==> src/rtl/fetch_pkg.sv <==
// Shared pipeline types and constants for the fetch stage and its consumers.
package fetch_pkg;
  localparam int          XLEN      = 32;
  localparam logic [31:0] NOP_INSTR = 32'h0000_0013;

  typedef enum logic [1:0] {IDLE, WAIT, WAIT_DROP} fetch_state_e;

  typedef struct packed {
    logic [XLEN-1:0] pc;
    logic [31:0]     instr;
    logic            valid;
  } if_id_t;
endpackage

==> src/rtl/fetch_stage_buffer.sv <==
// One-entry skid register holding a fetched {pc, instr} while IF/ID is stalled.
module fetch_buffer #(
  parameter int XLEN = 32
) (
  input  logic            clk,
  input  logic            reset,
  input  logic            wr,
  input  logic            rd,
  input  logic            clr,
  input  logic [XLEN-1:0] wr_pc,
  input  logic [31:0]     wr_instr,
  output logic            full,
  output logic [XLEN-1:0] rd_pc,
  output logic [31:0]     rd_instr
);
  logic            full_q, full_d;
  logic [XLEN-1:0] pc_q, pc_d;
  logic [31:0]     instr_q, instr_d;

  always_comb begin
    full_d  = full_q;
    pc_d    = pc_q;
    instr_d = instr_q;
    if (clr) begin
      full_d = 1'b0;
    end else if (wr) begin
      full_d  = 1'b1;
      pc_d    = wr_pc;
      instr_d = wr_instr;
    end else if (rd) begin
      full_d = 1'b0;
    end
  end

  always_ff @(posedge clk) begin
    if (reset) begin
      full_q  <= 1'b0;
      pc_q    <= '0;
      instr_q <= '0;
    end else begin
      full_q  <= full_d;
      pc_q    <= pc_d;
      instr_q <= instr_d;
    end
  end

  assign full     = full_q;
  assign rd_pc    = pc_q;
  assign rd_instr = instr_q;
endmodule

==> src/rtl/fetch_stage.sv <==
// Instruction fetch: PC register, single-outstanding imem master, skid buffer and IF/ID register.
module fetch_stage #(
  parameter int                XLEN      = fetch_pkg::XLEN,
  parameter logic [XLEN-1:0]   RESET_PC  = '0,
  parameter logic [31:0]       NOP_INSTR = fetch_pkg::NOP_INSTR
) (
  input  logic            clk,
  input  logic            reset,
  input  logic            PCWrite,
  input  logic            IF_ID_Write,
  input  logic            Flush_ID,
  input  logic [XLEN-1:0] BranchTarget,
  output logic            imem_req_valid,
  input  logic            imem_req_ready,
  output logic [XLEN-1:0] imem_req_addr,
  input  logic            imem_rsp_valid,
  input  logic [31:0]     imem_rsp_data,
  output logic [XLEN-1:0] PC_ID,
  output logic [31:0]     Instr_ID,
  output logic            Valid_ID
);
  import fetch_pkg::*;

  fetch_state_e    state_q, state_d;
  logic [XLEN-1:0] pc_f_q, pc_f_d;
  logic [XLEN-1:0] pc_inflight_q, pc_inflight_d;
  logic [XLEN-1:0] id_pc_q, id_pc_d;
  logic [31:0]     id_instr_q, id_instr_d;
  logic            id_valid_q, id_valid_d;

  logic            buf_wr, buf_rd, buf_clr, buf_full;
  logic [XLEN-1:0] buf_pc;
  logic [31:0]     buf_instr;
  logic            rsp_live, hs;

  fetch_buffer #(.XLEN(XLEN)) u_buf (
    .clk      (clk),
    .reset    (reset),
    .wr       (buf_wr),
    .rd       (buf_rd),
    .clr      (buf_clr),
    .wr_pc    (pc_inflight_q),
    .wr_instr (imem_rsp_data),
    .full     (buf_full),
    .rd_pc    (buf_pc),
    .rd_instr (buf_instr)
  );

  assign rsp_live = imem_rsp_valid && (state_q == WAIT);

  // Issuing in WAIT is only allowed when the current response retires this cycle.
  assign imem_req_valid = !reset && PCWrite && !Flush_ID && !buf_full &&
                          ((state_q == IDLE) || (rsp_live && IF_ID_Write));
  assign hs             = imem_req_valid && imem_req_ready;
  assign imem_req_addr  = pc_f_q;

  always_comb begin
    state_d       = state_q;
    pc_f_d        = pc_f_q;
    pc_inflight_d = pc_inflight_q;
    id_pc_d       = id_pc_q;
    id_instr_d    = id_instr_q;
    id_valid_d    = id_valid_q;
    buf_wr        = 1'b0;
    buf_rd        = 1'b0;
    buf_clr       = 1'b0;

    if (Flush_ID) begin
      pc_f_d     = BranchTarget & ~XLEN'(3);
      id_instr_d = NOP_INSTR;
      id_valid_d = 1'b0;
      buf_clr    = 1'b1;
      unique case (state_q)
        WAIT, WAIT_DROP: state_d = imem_rsp_valid ? IDLE : WAIT_DROP;
        default:         state_d = IDLE;
      endcase
    end else begin
      if (hs) begin
        pc_inflight_d = pc_f_q;
        pc_f_d        = pc_f_q + XLEN'(4);
        state_d       = WAIT;
      end else if (imem_rsp_valid && state_q != IDLE) begin
        state_d = IDLE;
      end

      // Live response skids into the buffer unless it can go straight to IF/ID.
      if (rsp_live && !(IF_ID_Write && !buf_full)) buf_wr = 1'b1;

      if (IF_ID_Write) begin
        if (buf_full) begin
          id_pc_d    = buf_pc;
          id_instr_d = buf_instr;
          id_valid_d = 1'b1;
          buf_rd     = 1'b1;
        end else if (rsp_live) begin
          id_pc_d    = pc_inflight_q;
          id_instr_d = imem_rsp_data;
          id_valid_d = 1'b1;
        end else begin
          id_instr_d = NOP_INSTR;
          id_valid_d = 1'b0;
        end
      end
    end
  end

  always_ff @(posedge clk) begin
    if (reset) begin
      state_q       <= IDLE;
      pc_f_q        <= RESET_PC;
      pc_inflight_q <= '0;
      id_pc_q       <= '0;
      id_instr_q    <= NOP_INSTR;
      id_valid_q    <= 1'b0;
    end else begin
      state_q       <= state_d;
      pc_f_q        <= pc_f_d;
      pc_inflight_q <= pc_inflight_d;
      id_pc_q       <= id_pc_d;
      id_instr_q    <= id_instr_d;
      id_valid_q    <= id_valid_d;
    end
  end

  assign PC_ID    = id_pc_q;
  assign Instr_ID = id_instr_q;
  assign Valid_ID = id_valid_q;
endmodule

==> config.mk <==
export PLATFORM = sky130hd
export DESIGN_NAME = fetch_stage
export DESIGN_NICKNAME = d
export VERILOG_FILES = /design/src/rtl/fetch_pkg.sv /design/src/rtl/fetch_stage_buffer.sv /design/src/rtl/fetch_stage.sv
export SDC_FILE = /design/constraint.sdc
export NUM_CORES = 1
export LEC_CHECK = 0
export ABC_AREA = 1
export CAP_MARGIN = 15
export CORE_MARGIN = 2
export CORE_UTILIZATION = 51
export CTS_CLUSTER_SIZE = 16
export DETAILED_ROUTE_END_ITERATION = 10
export HOLD_SLACK_MARGIN = 0.15
export PLACE_DENSITY_LB_ADDON = 0.2
export SYNTH_ARGS = -nofsm -noshare
export SYNTH_HDL_FRONTEND = slang
export SYNTH_SLANG_ARGS = --single-unit
==> constraint.sdc <==
create_clock -name clk -period 2.45 [get_ports clk]
set_clock_uncertainty 0.2 [all_clocks]
set_input_delay 0.49 -clock clk [delete_from_list [all_inputs] [get_ports clk]]
set_output_delay 0.49 -clock clk [all_outputs]
set_load 0.01 [all_outputs]
# Word level (Yosys, flattened, before mapping)
# Cells that the tools add are included.
[classes]
addsub = 1
eq_ne = 2
n_mux = 21
bitwise_logic = 2
n_reduce_logical = 27
[op_table]
columns = ["operator", "n"]
rows = [
  ["$mux 32", 6],
  ["$add 32x3->32 const B", 1],
  ["$logic_and 1x1->1", 10],
  ["$mux 1", 10],
  ["$mux 2", 5],
  ["$reduce_bool 2->1", 4],
  ["$reduce_or 2->1", 3],
  ["$logic_not 1->1", 4],
  ["$reduce_and 2->1", 2],
  ["$reduce_and 3->1", 1],
  ["$reduce_bool 3->1", 1],
  ["$eq 2x1->1 const B", 1],
  ["$eq 2x2->1 const B", 1],
  ["$logic_not 2->1", 1],
  ["$not 1->1", 2],
  ["$logic_or 1x1->1", 1],
]
[totals]
ff_bits = 196
in_bits = 71
out_inout_bits = 98
wordCells = 63

# Depth between registers and ports, before layout
[logic_depth]
ltp_word = 8
mapped_depth = 12
depth_no_buf = 11

# By module
# Synthesis repeated with hierarchy kept, for this count alone.
[hier_totals]
cells_unflattened = 1316
area_unflattened_um2 = 9008.6
[modules_own_cells]
columns = ["module", "n_inst", "cells_each", "area_each_um2", "seq_area_each_um2"]
rows = [
  ["fetch_stage", 1, 896, 6179.7, 2542.4],
  ["fetch_buffer", 1, 420, 2829.0, 1301.2],
]

# Worst setup path after synthesis
# OpenSTA, ideal clock, no wires.
[synth_path]
kind = "in2reg"
startpoint = "input port reset"
endpoint = "register pc_f_q[10] (netlist: imem_req_addr[10])"
setup_ns = 0.110
t_arrival_ns = 1.506
required_time_ns = 2.140
slack_ns = 0.635
path_stages = 12
n_path_buf = 2
cell_sequence = "buf_2 > inv_4 > nand2_4 > nor2_4 > nand3_4 > nand2_4 > inv_4 > buf_6 > nand2_1 > o211ai_1 > nand2_1 > inv_1"
[synth_between]
elab_chain_len = 7
[synth_rtl]
columns = ["element", "line", "text"]
rows = [
  ["start: declaration", "fetch_stage.sv:8", "input logic reset,"],
  ["$logic_not 1->1", "fetch_stage.sv:52", "assign imem_req_valid = !reset && PCWrite && !Flush_ID && !buf_full &&"],
  ["$logic_and 1x1->1 (4 in a row)", "fetch_stage.sv:52", ""],
  ["$logic_and 1x1->1", "fetch_stage.sv:54", "assign hs = imem_req_valid && imem_req_ready;"],
  ["$reduce_bool 2->1 (no source line)", "--", ""],
  ["end signal: assignment", "fetch_stage.sv:117", "pc_f_q <= pc_f_d;"],
  ["end: declaration", "fetch_stage.sv:25", "logic [XLEN-1:0] pc_f_q, pc_f_d;"],
]
# Several ways; a longest one is shown, not always the timed one.
# A chain may end at the register's enable or synchronous reset.

# Worst setup path after layout
[layout_path]
startpoint = "input port imem_rsp_valid"
endpoint = "output port imem_req_valid"
[layout_between]
elab_chain_len = 4
[layout_rtl]
columns = ["element", "line", "text"]
rows = [
  ["start: declaration", "fetch_stage.sv:16", "input logic imem_rsp_valid,"],
  ["$logic_and 1x1->1", "fetch_stage.sv:49", "assign rsp_live = imem_rsp_valid && (state_q == WAIT);"],
  ["$logic_and 1x1->1", "fetch_stage.sv:53", "((state_q == IDLE) || (rsp_live && IF_ID_Write));"],
  ["$logic_or 1x1->1", "fetch_stage.sv:53", ""],
  ["$logic_and 1x1->1", "fetch_stage.sv:52", ""],
  ["end: declaration", "fetch_stage.sv:13", "output logic imem_req_valid,"],
]
# No other way between the ends.

==> impl_metrics.py <==
metrics = {
    "sta": {
        "post-route-min-period_ps": 2320,
        "max_freq_ghz": 0.431,
        "slew_viol_final": 0,
        "hold_violations": 0,
        "maxSlewHeadroom_pct": 50.1,
        "layout_setup_ws_ps": 132,
        "worst_pin_slew_ps": 743,
        "whs_ps": 260,
        "setup_viol": 0,
        "rsz0062_at_grt": "false",
        "fin_crit_sh_pct": 94.6,
    },
    "drt": {
        "num_vias": 7649,
        "drc": 0,
        "antenna_left": 0,
        "first_pass_iters": 5,
        "wl_um": 21100,
        "wl_per_cell_um": 14.3,
        "first_iter_violations": 748,
        "viasPerCell": 5.18,
    },
    "clock_tree": {
        "clk_pin_slew_worst_paths_ps": 60,
        "cts_setup_buffers": 0,
        "clkSinkCount": 188,
        "cts.path.max_buffers": 2,
        "cts_resized": 1,
        "numCtsBuffers": 17,
        "cts_root_buffer": "clkbuf_16",
        "h-tree-depth": 4,
        "hold_buffers": 0,
        "cts_tree": "built",
        "worst_skew_pair.late_latency_ps": 430,
    },
    "synth": {
        "ys_warn_count": 0,
        "synth_edf_count": 0,
        "synth_ff_type": "dfxtp_1",
        "ys_seq_area_share_pct": 46.3,
        "netlist_top_cells_area": "dfxtp_1 46%, nand2_1 11%, nor2_1 6.6%, o21ai_0 6.5%, a211oi_1 5.5%",
        "synthCells": 1112,
        "yosys.cell_types.count": 37,
        "synth-seq-cells": 188,
        "yosys.area.top_type": "dfxtp_1",
        "async_flop_share_pct": 0,
        "synth_top_area_share_pct": 46.3,
        "syn-mean-instance-area_um2": 7.31,
        "syn-cell-area_um2": 8130,
    },
    "hold_path": {
        "hp-start": "state_q[1]",
        "hold_depth": 2,
        "hp-class": "reg -> reg",
        "hold_path_end": "state_q[1]",
    },
    "final_layout": {
        "regArea_um2": 3760,
        "multiInputGateArea_um2": 3630,
        "syn_to_final_growth_pct": 29.7,
        "layout.nets": 1321,
        "drive_gt1_share_pct": 6.35,
        "antenna_cells": 0,
        "design_area_um2": 10500,
        "nFillCells": 1383,
    },
    "place": {
        "dp_hpwl_um": 13900,
        "port_buffers": 162,
        "dpl_worst_slack_ps": -149,
        "place_area_um2": 9990,
        "gp_congestion": 0.901,
    },
    "critical_path": {
        "cp.required_ps": 1760,
        "startpoint": "imem_rsp_valid",
        "crit_arrival_ps": 1630,
        "crit_type": "in -> out",
        "rr_worst_depth": 6,
        "crit_fanout": 2,
        "crit_chain": "clkdlybuf4s50_1 -> nand2_1 -> o21bai_2 -> nand2_1 -> inv_1 -> dlygate4sd2_1",
        "cpMostUsedCell": "nand2_1",
        "slowest_delay_ps": 500,
        "critPathLaunchType": "input pin",
        "r2r_end": "u_buf.rd_instr[11]",
        "cp_top_family": "buffers and inverters",
        "path_depth": 6,
        "slowest_stage": "clkdlybuf4s50_1",
        "cp-end-kind": "output port",
        "crit_buf_inv": 3,
        "rr_startpoint": "u_buf.full",
        "regToRegSetupSlack_ps": 370,
    },
    "global_route": {
        "antenna_found_initial": 0,
        "grt_usage_pct": 25.3,
        "overflow": 0,
        "grt_max_degree": 102,
        "grt_pass1_wl_um": 34200,
        "grt_pass1_vias": 6840,
    },
    "floorplan": {
        "core_um2": 15700,
        "row_count": 46,
        "dieArea_um2": 17000,
        "ioPinCount": 169,
        "chipWidth_um": 130,
        "initial_utilization_pct": 51.7,
        "die_y_um": 130,
    },
    "power": {
        "power_leakage_uw": 0.00401,
        "vdd_drop_max_v": 0.000492,
        "p_per_area_nw_per_um2": 601,
    },
    "run": {
        "maxCapViolCount": 0,
    },
    "run_status": {
        "status": "complete, no violations",
    },
}
## metrics by stage
step                      total power, uW  util (%)  setup TNS [ps]  cells
after global routing                 6540      67.1               0   1476
after CTS                            6380      67.1               0   1476
after detailed placement             3760      63.6           -7320   1444
after global placement               3760      63.6           -5060   1444
after floorplan                      3480         -               0   1115
final                                6340      67.1               0   1476
## cell usage in the layout (no fill, tap or decap), types with 10 or more instances in the layout
cell type	synthesis	final
a211oi_1	60	60
a21oi_1	81	81
a31oi_1	35	35
buf_4	6	17
clkbuf_16	0	17
clkdlybuf4s50_1	0	160
dfxtp_1	188	187
inv_1	106	106
nand2_1	229	229
nand3_1	32	31
nor2_1	144	144
o21ai_0	106	106
xor2_1	10	10
## worst max-delay path by stage
stage	end	slack [ps]
after floorplan	imem_req_addr[10]	630
after CTS	imem_req_valid	120
final	imem_req_valid	130
after global routing	u_buf.rd_pc[24]	80
after detailed placement	u_buf.rd_instr[23]	-150
after global placement	imem_req_valid	-100
## final cells by class
| type | count | area share (%) |
|---|---|---|
| clock buffer | 20 | 4.23 |
| clock inverter | 12 | 1.08 |
| multi-input combinational | 742 | 34.4 |
| inverter | 111 | 4.00 |
| tap | 216 | 2.56 |
| sequential | 188 | 35.7 |
| timing repair buffer | 187 | 18.0 |
## cell families (layout without fill, tap and decap cells)
kind of cell	count (synthesis)	after routing	synth area share, %
flops	188	188	46.3
fa+ha+maj	3	3	0.462
buf+inv	185	330	9.43
compound gates	293	293	20.8
other cells	1	4	0.0461
simple gates	429	429	21.5
xor+xnor	13	13	1.40
## layer usage
metal  up-vias  share of wire [%]  track usage, %
met4         0                2.0            9.11
met1      3446                 47            36.0
met2       259                 45            38.4
met5         -                  0               0
li1       3908                  -               -
met3        36                6.3            4.96
## flip-flops by register name, summed over array words and instances (netlist names)
name            cells
u_buf.full          1
Instr_ID           32
u_buf.rd_pc        30
PC_ID              30
Valid_ID            1
imem_req_addr      30
u_buf.rd_instr     32
pc_inflight_q      30
state_q             2
## worst register-to-register path, stage by stage, from the launching register on
cell	delay [ps]
dfxtp_2	330
buf_4	490
nor2_1	190
nor3_4	220
buf_4	320
o21ai_0	160
nor2_1	110
## synthesized netlist by cell type (2+ instances only)
master	number
a211oi_1	60
a21oi_1	81
a21oi_2	2
a31oi_1	35
buf_1	3
buf_2	24
buf_4	6
buf_6	2
clkbuf_1	39
dfxtp_1	188
ha_1	3
inv_1	106
inv_2	3
inv_4	2
nand2_1	229
nand2_4	2
nand3_1	32
nand4_1	4
nor2_1	144
nor2_2	3
nor2_4	4
nor3_1	5
o211ai_1	4
o21ai_0	106
o21ai_1	2
xnor2_1	3
xor2_1	10
## power by group
| part | internal, uW | switching (uW) |
|---|---|---|
| clock network | 1440 | 1200 |
| logic | 250 | 267 |
| registers | 3110 | 69.1 |
Note: power is estimated with default switching activity, not from simulation.
